### src/rtl/key_event_queue.sv
// key_event_queue: edge-detects debounced key levels into key-code events
// and queues them in a show-ahead FIFO. Define KEY_RELEASE_EN for release events.
module key_event_queue #(
  parameter int WIDTH  = 18,
  parameter int CODE_W = 5,
  parameter int DEPTH  = 8
) (
  input  logic                   clk,
  input  logic                   rst,
  input  logic [WIDTH-1:0]       key_in,
  output logic                   evt_valid,
  input  logic                   evt_ready,
  output logic [CODE_W-1:0]      evt_code,
  output logic                   evt_release,
  output logic [$clog2(DEPTH):0] evt_count,
  output logic                   overflow
);
  localparam int PTR_W = $clog2(DEPTH);
  localparam logic [PTR_W:0] FULL = (PTR_W+1)'(DEPTH);
`ifdef KEY_RELEASE_EN
  localparam int WORD_W = CODE_W + 1;
`else
  localparam int WORD_W = CODE_W;
`endif

  logic [WIDTH-1:0]  key_q, pend_p, rise, cand_p, sel_p, pend_p_nxt;
  logic              primed, have_p, room, push, pop, lost;
  logic [PTR_W-1:0]  wr_ptr, rd_ptr;
  logic [WORD_W-1:0] mem [DEPTH];
  logic [WORD_W-1:0] push_word, head;

  function automatic logic [CODE_W-1:0] enc(input logic [WIDTH-1:0] oh);
    logic [CODE_W-1:0] c;
    c = '0;
    for (int unsigned i = 0; i < WIDTH; i++)
      if (oh[i]) c = c | CODE_W'(i);
    return c;
  endfunction

  assign rise   = primed ? (key_in & ~key_q) : '0;
  assign cand_p = pend_p | rise;
  // Isolate lowest set bit: lowest-index candidate wins.
  assign sel_p  = cand_p & (~cand_p + 1'b1);
  assign have_p = |cand_p;
  assign room   = evt_count < FULL;
  assign evt_valid = evt_count != '0;
  assign pop    = evt_valid && evt_ready;
  assign head   = mem[rd_ptr];
  assign evt_code = evt_valid ? head[CODE_W-1:0] : '0;

`ifdef KEY_RELEASE_EN
  logic [WIDTH-1:0] pend_r, fall, cand_r, sel_r, pend_r_nxt;
  logic             have_r;

  assign fall   = primed ? (~key_in & key_q) : '0;
  assign cand_r = pend_r | fall;
  assign sel_r  = cand_r & (~cand_r + 1'b1);
  assign have_r = |cand_r;

  always_comb begin
    push       = room && (have_p || have_r);
    push_word  = have_p ? {1'b0, enc(sel_p)} : {1'b1, enc(sel_r)};
    pend_p_nxt = cand_p & ~((push && have_p) ? sel_p : '0);
    pend_r_nxt = cand_r & ~((push && !have_p) ? sel_r : '0);
    lost       = (|(rise & pend_p)) || (|(fall & pend_r));
  end

  assign evt_release = evt_valid & head[CODE_W];

  always_ff @(posedge clk) begin
    if (rst) pend_r <= '0;
    else     pend_r <= pend_r_nxt;
  end
`else
  always_comb begin
    push       = room && have_p;
    push_word  = enc(sel_p);
    pend_p_nxt = cand_p & ~(push ? sel_p : '0);
    lost       = |(rise & pend_p);
  end

  assign evt_release = 1'b0;
`endif

  always_ff @(posedge clk) begin
    if (rst) begin
      key_q     <= '0;
      primed    <= 1'b0;
      pend_p    <= '0;
      wr_ptr    <= '0;
      rd_ptr    <= '0;
      evt_count <= '0;
      overflow  <= 1'b0;
    end else begin
      key_q  <= key_in;
      primed <= 1'b1;
      pend_p <= pend_p_nxt;
      if (lost) overflow <= 1'b1;
      if (push) wr_ptr <= wr_ptr + 1'b1;
      if (pop)  rd_ptr <= rd_ptr + 1'b1;
      case ({push, pop})
        2'b10:   evt_count <= evt_count + 1'b1;
        2'b01:   evt_count <= evt_count - 1'b1;
        default: evt_count <= evt_count;
      endcase
    end
  end

  always_ff @(posedge clk) begin
    if (!rst && push) mem[wr_ptr] <= push_word;
  end
endmodule

### config.mk
export PLATFORM = sky130hd
export DESIGN_NAME = key_event_queue
export DESIGN_NICKNAME = d
export VERILOG_FILES = /design/src/rtl/key_event_queue.sv
export SDC_FILE = /design/constraint.sdc
export NUM_CORES = 1
export LEC_CHECK = 0
export CAP_MARGIN = 0
export CORE_MARGIN = 2
export CORE_UTILIZATION = 41
export DETAILED_ROUTE_END_ITERATION = 7
export DONT_BUFFER_PORTS = 1
export SYNTH_ARGS = -nofsm -noshare
export SYNTH_HDL_FRONTEND = slang
export SYNTH_SLANG_ARGS = --single-unit
### constraint.sdc
create_clock -name clk -period 3.5 [get_ports clk]
set_clock_uncertainty 0.05 [all_clocks]
set_input_delay 1.05 -clock clk [delete_from_list [all_inputs] [get_ports clk]]
set_output_delay 1.05 -clock clk [all_outputs]
set_load 0.02 [all_outputs]
==> out/metrics.csv <==
metric,value,unit
Die H,102.1,um
sw power,0.7878,mW
status,"finished, final reports clean",
Post-synth EDFFs,40,
total core area,9284,sq um
hold wc startpoint,rd_ptr[1],
Final Cell Area,4469,sq um
Syn-to-layout area delta,13.25,%
largest net degree at the start of global routing,54,
CP Launch Point,key_in[9],
crit path DAT,3.42,ns
cell count after synthesis,337,
WL/cell,17.23,um
CTS root buf,clkbuf_8,
die area,10430,sq um
Min-Delay Path Class,flop to flop,
fin nets,383,
register area,2223,sq um
Worst-Margin Slew,1.179,ns
CP Max Fanout,3,
vias per inst,5.489,
slew margin rel.,20.66,%
GPL Wtd Cong,0.9227,
clk buf depth,2,
via total after detailed routing,2695,
Max-Cap Viols,0,
DRC,0,
hpwl dp,6.078,mm
Max Clk Rate,0.3149,GHz
initial drt markers,96,
top_reg_cell synth,dfxtp_1,
htree depth,3,
layout cells sized above 1,17.96,%
first-pass GRT wire length,13.48,mm
Antenna diodes,0,
Net Sw Frac,30.65,%
number of synthesized register bits,91,
clk_lat worst skew,0.36,ns
Mapped Area,3946,sq um
mean post-synth cell area,11.71,sq um
Reg2Reg Capture Point,evt_count[2],
leakage power,1.600,nW
Ports,33,
Reg2Reg Setup Slack,0.45,ns
WHS,0.4276,ns
R2R depth,12,
RSZ-0062 raised after global routing,no,
CTS Hold Buffers Added,0,
DR pass1 iterations,4,
Post-synth ARST share,0,%
critical path capture point type,flop,
"most common cell after layout, fill and taps aside",dfxtp_1,
Comb power frac,21.5,%
top-area cell type share of the netlist area,30.44,%
Worst VDD drop,0.2174,mV
Critical Path Source Type,input pin,
Total Routing Usage GR,17.38,%
Flop pwr share,50.7,%
DIE WIDTH,102.1,um
Unique masters post-synth,52,
synthesis warning total,0,
dpl cell area,4267,sq um
Routed WL,8.461,mm
Final Non-Filler Cells,491,
number of antenna violations at the first check in global routing,0,
total power,2.570,mW
Setup TNS Final,0,ns
Final period util,90.74,%
PnR worst setup slack,0.3243,ns
number of global-route vias before repair,2717,
pre-CTS WS,-0.04756,ns
post-synth net total,363,
CTS buffer count,9,
dpl cells,475,
TritonCTS clock tree,built,
Final ANT Viol Nets,0,
number of I/O port buffers,0,
Area contributors post-synth,"edfxtp_1, dfxtp_1, mux4_2",
Synth area leader,edfxtp_1,
Setup CP Type,input pin to flop,
# clock sinks,91,
final setup fails,0,
clock network fraction of total power,27.8,%
minimum clock period,3.176,ns
Clock transition at path regs,0.09,ns
"commonest non-fill, non-tap cells in the layout","dfxtp_1, edfxtp_1, nor2b_1, nor2_1, buf_4",
sequential share of the synthesized area,56.31,%
Overflow after GRT,0,
Worst EP required,3.75,ns
Starting Density,42.51,%
Hold Crit Endpoint,rd_ptr[1],
"Slew Viols, Final",0,
PD cells,575.0,nW/um^2
Hold Path Depth,2,
Finished Core Util,48.14,%
Fillers,847,
Row Count,35,
internal power,1.782,mW
R2R Path Start,primed,
area of the multi-input gates,1650,sq um
Final Hold Fails,0,
## power groups by stage
stage	Combinational (mW)	Clock [mW]	Sequential [mW]
4_1_cts	0.556	0.737	1.31
2_1_floorplan	0.447	0	1.28
5_1_grt	0.610	0.782	1.32
6_report	0.553	0.714	1.30
3_3_place_gp	0.550	0	1.33
3_5_place_dp	0.553	0	1.33
## kinds of logic (layout without fill, tap and decap cells)
logic type      after synthesis  count (layout)  share of synthesized area, %
compound gates               63              63                         11.89
xor+xnor                      6               6                         1.332
fa+ha+maj                     5               5                         1.585
buf+inv                      29              54                         3.234
flops                        91              91                         56.31
mux                          17              17                         7.483
other cells                   1               1                       0.09503
simple gates                125             125                         18.07
## critical path, stage by stage
cell and delay [ns]:
and3b_1 0.18, nor4_4 0.28, nand3_1 0.18, o41a_1 0.51, inv_2 0.11, ha_4 0.13
xor2_1 0.15, ha_1 0.16, a21oi_1 0.05, xor2_1 0.17, or3_1 0.31, a21oi_1 0.14
## synth_stat cells, drive strengths merged, types with 10 or more instances
cell type and n:
edfxtp 40, nand2 12, mux4 10, clkbuf 11, dfxtp 51, a211oi 11, nor3 17, inv 14
nor2b 26, a21oi 18, nor2 26
## state kept, by name (all words and copies together), names as in the netlist, named ones only
signal	cells
mem	40
key_q	18
pend_p	18
evt_count	4
rd_ptr	3
wr_ptr	3
overflow	1
primed	1
## cell type report
type | count | share of cell area (%)
clock buffer | 9 | 2.772
tap | 129 | 3.611
multi-input combinational | 217 | 36.93
timing repair buffer | 24 | 4.031
inverter | 14 | 1.176
sequential | 91 | 49.75
clock inverter | 7 | 1.736
## how the worst max path moves through the flow
| stage | slack, ns | endpoint | cells after the start |
|---|---|---|---|
| after floorplan | -0.009 | evt_count[2] | 12 |
| after global placement | -0.02 | evt_count[2] | 12 |
| after detailed placement | -0.05 | mem[3][0] | 7 |
| after CTS | 0.17 | mem[3][3] | 8 |
| after global routing | 0.11 | evt_count[2] | 12 |
| final | 0.32 | evt_count[2] | 12 |
## repair_timing
action / CTS / global route
endpoints found under the setup margin: 0 / 1
resized for setup: 0 / 1
buffers inserted: 0 / 0
## routing by layer
metal	track usage [%]	wire length [um]	vias to the layer above
met5	0	0	-
li1	-	-	1307
met2	29.86	4090	86
met3	3.694	423	18
met4	6.769	155	0
met1	21.47	3791	1284
(Power assumes the default switching activity.)
